File: config.mk
export PLATFORM = sky130hd
export DESIGN_NAME = fir_mul_sched
export DESIGN_NICKNAME = d
export VERILOG_FILES = /design/src/rtl/fir_mul_sched.sv
export SDC_FILE = /design/constraint.sdc
export NUM_CORES = 1
export LEC_CHECK = 0
export ABC_CLOCK_PERIOD_IN_PS = 9300
export CORE_AREA = 3 3 158 160
export DETAILED_ROUTE_END_ITERATION = 8
export DIE_AREA = 0 0 161 163
export PLACE_DENSITY = 0.69
export SETUP_SLACK_MARGIN = 0.15
export SLEW_MARGIN = 30
export SYNTH_ARGS = -nofsm -noshare
export SYNTH_HDL_FRONTEND = slang
export SYNTH_SLANG_ARGS = --single-unit
export TNS_END_PERCENT = 50
File: constraint.sdc
create_clock -name clk -period 9.3 [get_ports clk]
set_clock_uncertainty 0.15 [all_clocks]
set_input_delay 2.79 -clock clk [delete_from_list [all_inputs] [get_ports clk]]
set_output_delay 2.79 -clock clk [all_outputs]
set_load 0.05 [all_outputs]
File: src/rtl/fir_mul_sched.sv
// Round-robin scheduler that shares one pipelined FP multiplier among NREQ FIR tap requesters.
// Optional sticky exception flags are enabled by defining FIRMUL_STICKY_FLAGS_EN.
module fir_mul_sched #(
    parameter int unsigned NREQ  = 4,
    parameter int unsigned LAT   = 3,
    parameter int unsigned WDATA = 32
) (
    input  logic                    clk,
    input  logic                    reset,
    input  logic [NREQ-1:0]         req,
    input  logic [NREQ*WDATA-1:0]   req_a,
    input  logic [NREQ*WDATA-1:0]   req_b,
    output logic [NREQ-1:0]         gnt,
    output logic                    mul_valid,
    output logic [WDATA-1:0]        mul_a,
    output logic [WDATA-1:0]        mul_b,
    output logic [1:0]              mul_rmode,
    input  logic [WDATA-1:0]        mul_res,
    input  logic                    mul_inexact,
    input  logic                    mul_overflow,
    input  logic                    mul_tiny,
    output logic [NREQ-1:0]         rsp_valid,
    output logic [WDATA-1:0]        rsp_data,
    input  logic                    cfg_we,
    input  logic [1:0]              cfg_rmode,
    output logic                    cfg_busy,
    input  logic                    flag_clr,
    output logic                    flag_inexact,
    output logic                    flag_overflow,
    output logic                    flag_tiny
);

    localparam int unsigned PW = (NREQ > 1) ? $clog2(NREQ) : 1;
    localparam int unsigned CW = (LAT > 0) ? $clog2(LAT + 1) : 1;

    typedef enum logic [1:0] {RUN, DRAIN, UPDATE} state_t;

    state_t          state;
    logic [PW-1:0]   ptr;
    logic [CW-1:0]   count;
    logic [1:0]      pend_rmode;
    logic [NREQ-1:0] tag_q [LAT];

    logic [PW-1:0]   cand;
    logic [PW-1:0]   gidx;
    logic            found;
    logic [WDATA-1:0] sel_a;
    logic [WDATA-1:0] sel_b;
    logic            issue;
    logic            ret;

    // Round-robin pick: first requester at or after ptr, wrapping; grants only in RUN
    always_comb begin
        gnt   = '0;
        gidx  = '0;
        cand  = '0;
        found = 1'b0;
        for (int unsigned k = 0; k < NREQ; k++) begin
            cand = PW'((32'(ptr) + k) % NREQ);
            if (!found && req[cand] && (state == RUN)) begin
                gnt[cand] = 1'b1;
                gidx      = cand;
                found     = 1'b1;
            end
        end
    end

    // One-hot operand mux driven by the grant
    always_comb begin
        sel_a = '0;
        sel_b = '0;
        for (int i = 0; i < int'(NREQ); i++) begin
            if (gnt[i]) begin
                sel_a = sel_a | req_a[i*WDATA +: WDATA];
                sel_b = sel_b | req_b[i*WDATA +: WDATA];
            end
        end
    end

    assign issue    = |gnt;
    assign ret      = |tag_q[LAT-1];
    assign rsp_data = mul_res;

    always_ff @(posedge clk) begin
        if (reset) begin
            state      <= RUN;
            ptr        <= '0;
            count      <= '0;
            pend_rmode <= 2'b00;
            mul_rmode  <= 2'b00;
            mul_valid  <= 1'b0;
            mul_a      <= '0;
            mul_b      <= '0;
            rsp_valid  <= '0;
            cfg_busy   <= 1'b0;
            for (int s = 0; s < int'(LAT); s++) begin
                tag_q[s] <= '0;
            end
        end else begin
            mul_valid <= issue;
            if (issue) begin
                mul_a <= sel_a;
                mul_b <= sel_b;
                ptr   <= PW'((32'(gidx) + 32'd1) % NREQ);
            end

            // Tag pipe: the one-hot grant travels alongside the multiplier; rsp_valid lines up with mul_res
            tag_q[0] <= gnt;
            for (int s = int'(LAT) - 1; s > 0; s--) begin
                tag_q[s] <= tag_q[s-1];
            end
            rsp_valid <= tag_q[LAT-1];

            if (issue && !ret) begin
                count <= count + CW'(1);
            end else if (!issue && ret) begin
                count <= count - CW'(1);
            end

            case (state)
                RUN: begin
                    if (cfg_we) begin
                        pend_rmode <= cfg_rmode;
                        state      <= DRAIN;
                        cfg_busy   <= 1'b1;
                    end
                end
                DRAIN: begin
                    // count already includes any op issued on the RUN->DRAIN edge
                    if (count == '0) begin
                        state <= UPDATE;
                    end
                end
                UPDATE: begin
                    mul_rmode <= pend_rmode;
                    state     <= RUN;
                    cfg_busy  <= 1'b0;
                end
                default: begin
                    state    <= RUN;
                    cfg_busy <= 1'b0;
                end
            endcase
        end
    end

`ifdef FIRMUL_STICKY_FLAGS_EN
    logic rsp_any;
    assign rsp_any = |rsp_valid;

    // A set event in the same cycle as flag_clr wins
    always_ff @(posedge clk) begin
        if (reset) begin
            flag_inexact  <= 1'b0;
            flag_overflow <= 1'b0;
            flag_tiny     <= 1'b0;
        end else begin
            flag_inexact  <= (flag_inexact  & ~flag_clr) | (rsp_any & mul_inexact);
            flag_overflow <= (flag_overflow & ~flag_clr) | (rsp_any & mul_overflow);
            flag_tiny     <= (flag_tiny     & ~flag_clr) | (rsp_any & mul_tiny);
        end
    end
`else
    logic unused_flags;
    assign unused_flags  = ^{flag_clr, mul_inexact, mul_overflow, mul_tiny};
    assign flag_inexact  = 1'b0;
    assign flag_overflow = 1'b0;
    assign flag_tiny     = 1'b0;
`endif

endmodule
==> results of run 1 <==
==> Yosys cell counts (4+ instances only) <==
master      n
a21oi_1     7
a22oi_1   128
a311oi_1   24
a311oi_2   40
and2_1      5
buf_2       7
buf_4      35
buf_6       6
clkbuf_1   56
dfxtp_1    92
ha_1        7
inv_1       5
nand2_1    10
nand3_1     5
nor2_1      9
nor2b_1    19
nor3_1      4
nor4_1     66
o21ai_0     4
or3_1       4
==> power breakdown <==
| group | total (W) | leakage, nW | internal (W) | switching, W |
|---|---|---|---|---|
| logic | 0.00217 | 2.04 | 0.000798 | 0.00137 |
| clock network | 0.000371 | 0.137 | 0.000188 | 0.000183 |
| registers | 0.000590 | 0.759 | 0.000522 | 0.0000677 |
==> flip-flops by register name, summed over array words and instances, names as in the netlist <==
| signal | count |
|---|---|
| mul_a | 32 |
| mul_b | 32 |
| tag_q | 12 |
| rsp_valid | 4 |
| count | 2 |
| mul_rmode | 2 |
| pend_rmode | 2 |
| ptr | 2 |
| state | 2 |
| cfg_busy | 1 |
| mul_valid | 1 |
==> stage by stage <==
step / utilization / cell area [µm²] / hold slack (ps) / total power, W
6_report: 0.384 / 9050 / 286 / 0.00313
5_1_grt: 0.384 / 9050 / 307 / 0.00333
4_1_cts: 0.384 / 9050 / 284 / 0.00316
3_5_place_dp: 0.372 / 8750 / 271 / 0.00278
3_3_place_gp: 0.372 / 8750 / 267 / 0.00275
2_1_floorplan: - / 5460 / 264 / 0.00223
==> worst register-to-register path, cell delays in order (launching register included) <==
cell	delay [ps]
dfxtp_1	590
inv_1	260
ha_1	470
or3b_1	410
a2111o_1	470
nand2_1	170
a22oi_1	130
and2_1	210
inv_4	60
buf_4	620
nor3_2	160
inv_2	620
buf_4	620
a311oi_2	200
==> logic make-up (layout without fill, tap and decap cells) <==
family                     after synthesis  count (layout)
AOI/OAI and AO/OA                      223             223
xor gates and xnor gates                 3               3
adders and majority gates                7               7
buffers and inverters                  112             373
DFF                                     92              92
muxes                                    7               7
other                                    1               4
and+or+nand+nor                        132             132
==> final cells by class <==
cell class | instances | share of cell area
Tap cell | 319 | 0.0441
Clock inverter | 7 | 0.00760
Clock buffer | 9 | 0.0249
Sequential cell | 92 | 0.204
Multi-Input combinational cell | 375 | 0.333
Antenna cell | 1 | 0.000277
Inverter | 8 | 0.00387
Timing Repair Buffer | 349 | 0.383
==> layer usage <==
| metal | global-route usage | routed length [µm] |
|---|---|---|
| met1 | 0.197 | 9290 |
| met4 | 0.0673 | 710 |
| met3 | 0.0458 | 1850 |
| met2 | 0.267 | 10900 |
| met5 | 0 | 0 |
==> how the worst max path moves through the flow <==
| stage | startpoint | to | slack [ps] |
|---|---|---|---|
| 2_1_floorplan | req[3] | gnt[3] | 1470 |
| 3_3_place_gp | req[2] | gnt[0] | 780 |
| 3_5_place_dp | req[2] | gnt[0] | 750 |
| 4_1_cts | req[2] | gnt[0] | 750 |
| 5_1_grt | req[0] | gnt[0] | 650 |
| 6_report | req[2] | gnt[0] | 730 |
==> flow_summary_export.csv, run 1 <==
group,metric,value,unit
routing,vias_per_cell,5.14,
layout,seq_area,1840,µm²
logic_synthesis,synthXorXnorAreaFrac,0.00482,
critical_path,crit_chain,"clkdlybuf4s50_1, or3b_1, a2111o_1, nand2_1, a22oi_1, and2_1, inv_4, clkdlybuf4s50_1",
cts,clk_latency,350,ps
layout,final_common_cell,"clkdlybuf4s50_1",
critical_path,cp_max_fo,8,
routing,final_antenna_net_count,0,
timing,slew_viol_final,0,
critical_path,worstReg2RegEnd,"mul_a[25]$_SDFFE_PP0P_",
logic_synthesis,synth-warning-count,0,
hold_path,whs_path_depth,1,
routing,routed_wl,22700,µm
global_route,grt_pass1_wl,34000,µm
floorplanning,start_util,0.231,
logic_synthesis,syn_area_per_cell,9.44,µm²
global_route,grt_start_max_net_pins,84,
critical_path,path_class,"in2out",
global_route,first_global_vias,5985,
floorplanning,die_x,161,µm
timing,rsz0062_at_grt,"false",
logic_synthesis,ys_top_cells_by_area,"dfxtp_1 34%, a22oi_1 18%, a311oi_2 11%, nor4_1 7.6%, buf_4 4.8%",
timing,setup_tns,0,ps
cts,postCtsSetupBuffers,0,
layout,area_delta_synth_final,66.1,%
timing,fin_crit_sh,0.921,
power,ir_worst_vdd,0.321,mV
floorplanning,pin_count,412,
logic_synthesis,syn_inst,577,
cts,cts_buffer_depth,2,
routing,remaining_drc_errors,0,
critical_path,crit_family,"buffers and inverters",
global_route,antenna_found_initial,1,
critical_path,crit_path_frequent_cell,"clkdlybuf4s50_1",
logic_synthesis,async_flop_share,0,
job,maxCapViolations,0,
floorplanning,dieArea,26200,µm²
critical_path,r2r_cells,13,
logic_synthesis,synth_top_family_by_area,"compound AO/OA/AOI/OAI gates",
hold_path,hold_class,"reg2reg",
cts,cts_max_level,3,
cts,clkTransAtPathRegs,70,ps
critical_path,crit_buf_inv,3,
power,p_leak,2.94,nW
hold_path,min_to,"tag_q[0][7]$_SDFF_PP0_",
logic_synthesis,synth_top_area_cell,"dfxtp_1",
critical_path,worst_path_max_delay_cell,"clkdlybuf4s50_1",
critical_path,arrival,5630,ps
layout,fin_nets,1143,
placed_design,hpwl,16200,µm
critical_path,max_stage_delay,810,ps
placed_design,post-place-ws,751,ps
critical_path,regToRegSetupSlack,3990,ps
logic_synthesis,yosysSeqAreaShare,0.338,
critical_path,crit_cells,8,
hold_path,hold_start,"tag_q[0][3]$_SDFF_PP0_",
critical_path,rr_startpoint,"ptr[0]$_SDFFE_PP0P_",
critical_path,startpoint_type,"input pin",
critical_path,required,6360,ps
timing,setup_viol,0,
floorplanning,coreArea,23500,µm²
logic_synthesis,synthSimpleGateAreaFrac,0.144,
power,p_per_area,346,nW/µm²
layout,final_cells,1160,
routing,post_drt_wl_per_cell,19.6,µm
floorplanning,rows,56,
cts,cts.sinks,92,
placed_design,dpl.cell_count,1143,
logic_synthesis,ys.flop_type,"dfxtp_1",
timing,worstMarginPinSlew,937,ps
global_route,grt_overflow,0,
layout,nFillCells,2397,
logic_synthesis,yosys-mux-area-fraction,0.0200,
routing,drt-initial-drc-count,460,
floorplanning,die_h,163,µm
logic_synthesis,synthAdderAreaFrac,0.0161,
timing,fmax,117,MHz
layout,final_cell_mix,"338 x clkdlybuf4s50_1, 128 x a22oi_1, 92 x dfxtp_1, 66 x nor4_1, 40 x a311oi_2",
routing,vias,5968,
cts,hold_buffers,0,
placed_design,globalplace.congestion,0.852,
logic_synthesis,syn_area,5450,µm²
routing,drtPass1Iterations,4,
timing,fin_crit,8570,ps
logic_synthesis,synth_compound_area_frac,0.366,
cts,cts_tree,"yes",
placed_design,portBuffers,340,
layout,multiInputGateArea,3010,µm²
timing,hold_viol,0,
global_route,grt_usage,0.161,
cts,numCtsBuffers,9,
critical_path,crit_path_end_kind,"primary output",
timing,max-slew-margin-rel,0.375,
cts,cts_resized,0,
outcome,status,"completed",
cts,cts_root_buf,"clkbuf_16",
logic_synthesis,ys_ff_latch,92,
timing,final.setup.worst_slack,735,ps
layout,drive_above_1_share,0.0940,
logic_synthesis,synth_edf_count,0,
logic_synthesis,synth.top_cell.area_share,0.338,
logic_synthesis,synth_cell_types,49,
Note: power is estimated with default switching activity, not from simulation.
==> inputs of run 2 (changes only) <==
--- a/config.mk
+++ b/config.mk
@@ -6,10 +6,10 @@
 export NUM_CORES = 1
 export LEC_CHECK = 0
 export ABC_CLOCK_PERIOD_IN_PS = 9300
-export CORE_AREA = 3 3 158 160
+export CORE_AREA = 2 2 162 164
 export DETAILED_ROUTE_END_ITERATION = 8
-export DIE_AREA = 0 0 161 163
-export PLACE_DENSITY = 0.69
+export DIE_AREA = 0 0 164 166
+export PLACE_DENSITY = 0.66
 export SETUP_SLACK_MARGIN = 0.15
 export SLEW_MARGIN = 30
 export SYNTH_ARGS = -nofsm -noshare
==> flow_summary_export.csv, run 2 (same netlist as run 1, synthesis figures left out) <==
group,metric,value,unit
outcome,status,"completed",
floorplanning,start_util,0.213,
routing,vias,5976,
critical_path,crit_path_end_kind,"primary output",
routing,vias_per_cell,5.09,
cts,cts_max_level,3,
critical_path,crit_path_frequent_cell,"clkdlybuf4s50_1",
hold_path,hold_class,"reg2reg",
critical_path,crit_buf_inv,3,
critical_path,cp_max_fo,9,
layout,fin_nets,1143,
placed_design,hpwl,16000,µm
layout,area_delta_synth_final,66.7,%
timing,setup_tns,0,ps
cts,clk_latency,340,ps
global_route,first_global_vias,5939,
critical_path,crit_family,"buffers and inverters",
cts,hold_buffers,0,
global_route,grt_start_max_net_pins,81,
cts,clkTransAtPathRegs,60,ps
timing,fmax,115,MHz
cts,cts_tree,"yes",
power,ir_worst_vdd,0.305,mV
placed_design,portBuffers,340,
timing,rsz0062_at_grt,"false",
power,p_sw_frac,0.509,
routing,routed_wl,22500,µm
timing,max-slew-margin-rel,0.387,
critical_path,startpoint_type,"input pin",
power,p_comb_frac,0.690,
timing,fin_crit,8670,ps
timing,worstMarginPinSlew,920,ps
global_route,grt_usage,0.158,
placed_design,post-place-ws,671,ps
cts,cts.sinks,92,
power,p_switching,0.00160,W
critical_path,max_stage_delay,820,ps
floorplanning,coreArea,25600,µm²
critical_path,arrival,5730,ps
cts,cts_resized,0,
timing,hold_viol,0,
global_route,antenna_found_initial,0,
cts,numCtsBuffers,9,
routing,final_antenna_net_count,0,
timing,hold_ws,287,ps
floorplanning,die_x,164,µm
power,p_leak,2.94,nW
power,p_per_area,345,nW/µm²
job,maxCapViolations,0,
global_route,grt_overflow,0,
critical_path,worst_path_max_delay_cell,"clkdlybuf4s50_1",
floorplanning,die_h,166,µm
cts,cts_root_buf,"clkbuf_16",
timing,final.setup.worst_slack,632,ps
power,p_clk_frac,0.122,
timing,slew_viol_final,0,
global_route,grt_pass1_wl,33600,µm
routing,remaining_drc_errors,0,
timing,setup_viol,0,
cts,postCtsSetupBuffers,0,
timing,fin_crit_sh,0.932,
layout,top_regs,"mul_a: 32 flops, mul_b: 32 flops, tag_q: 12 flops",
layout,postLayoutCoreUtil,0.355,
routing,drtPass1Iterations,4,
routing,drt-initial-drc-count,259,
floorplanning,pin_count,412,
critical_path,path_class,"in2out",
layout,final_cell_mix,"339 x clkdlybuf4s50_1, 128 x a22oi_1, 92 x dfxtp_1, 66 x nor4_1, 40 x a311oi_2",
cts,cts_buffer_depth,2,
floorplanning,dieArea,27200,µm²
placed_design,globalplace.congestion,0.862,
routing,post_drt_wl_per_cell,19.2,µm
critical_path,crit_chain,"clkdlybuf4s50_1, mux4_2, nor2b_1, nand3_1, a21boi_1, and2_1, inv_4, clkdlybuf4s50_1",
power,intPower,0.00154,W
critical_path,required,6360,ps
layout,drive_above_1_share,0.0918,
layout,diodes,0,
power,pwr-share-seq,0.188,
floorplanning,rows,59,
layout,final_common_cell,"clkdlybuf4s50_1",
run 2: worst paths after layout:
check / start / to / slack, ps / depth (start not counted)
setup / recovery: req[1] / gnt[3] / 630 / 8
hold / removal: tag_q[0][4]$_SDFF_PP0_ / tag_q[0][8]$_SDFF_PP0_ / 290 / 1
setup reg to reg: ptr[0]$_SDFFE_PP0P_ / mul_a[23]$_SDFFE_PP0P_ / 4400 / 12
hold reg to reg: tag_q[0][4]$_SDFF_PP0_ / tag_q[0][8]$_SDFF_PP0_ / 290 / 1
run 2: power by group through the flow:
stage | sequential (W) | combinational [W] | clock (W)
after detailed placement | 0.000599 | 0.00218 | 0
after global routing | 0.000606 | 0.00233 | 0.000419
after floorplan | 0.000913 | 0.00132 | 0
after CTS | 0.000592 | 0.00218 | 0.000403
after global placement | 0.000594 | 0.00216 | 0
final | 0.000591 | 0.00216 | 0.000383
run 2: layout make-up:
cell class | count | area, µm²
Clock inverter | 5 | 61.3
Fill cell | 2613 | 16500
Timing Repair Buffer | 349 | 3470
Inverter | 8 | 36.3
Clock buffer | 10 | 239
Multi-Input combinational cell | 375 | 3010
Sequential cell | 92 | 1840
Tap cell | 335 | 419
run 2: stage by stage:
step / cells / area (µm²) / total power [W]
after floorplan: 579 / 5460 / 0.00223
after global placement: 1159 / 8780 / 0.00275
after detailed placement: 1159 / 8780 / 0.00278
after CTS: 1174 / 9080 / 0.00318
after global routing: 1174 / 9080 / 0.00335
final: 1174 / 9080 / 0.00314
run 2: metal layers:
metal,GRT usage,part of all wire
met1,0.187,0.40
met2,0.279,0.51
met3,0.0370,0.064
met4,0.0526,0.025
met5,0,0
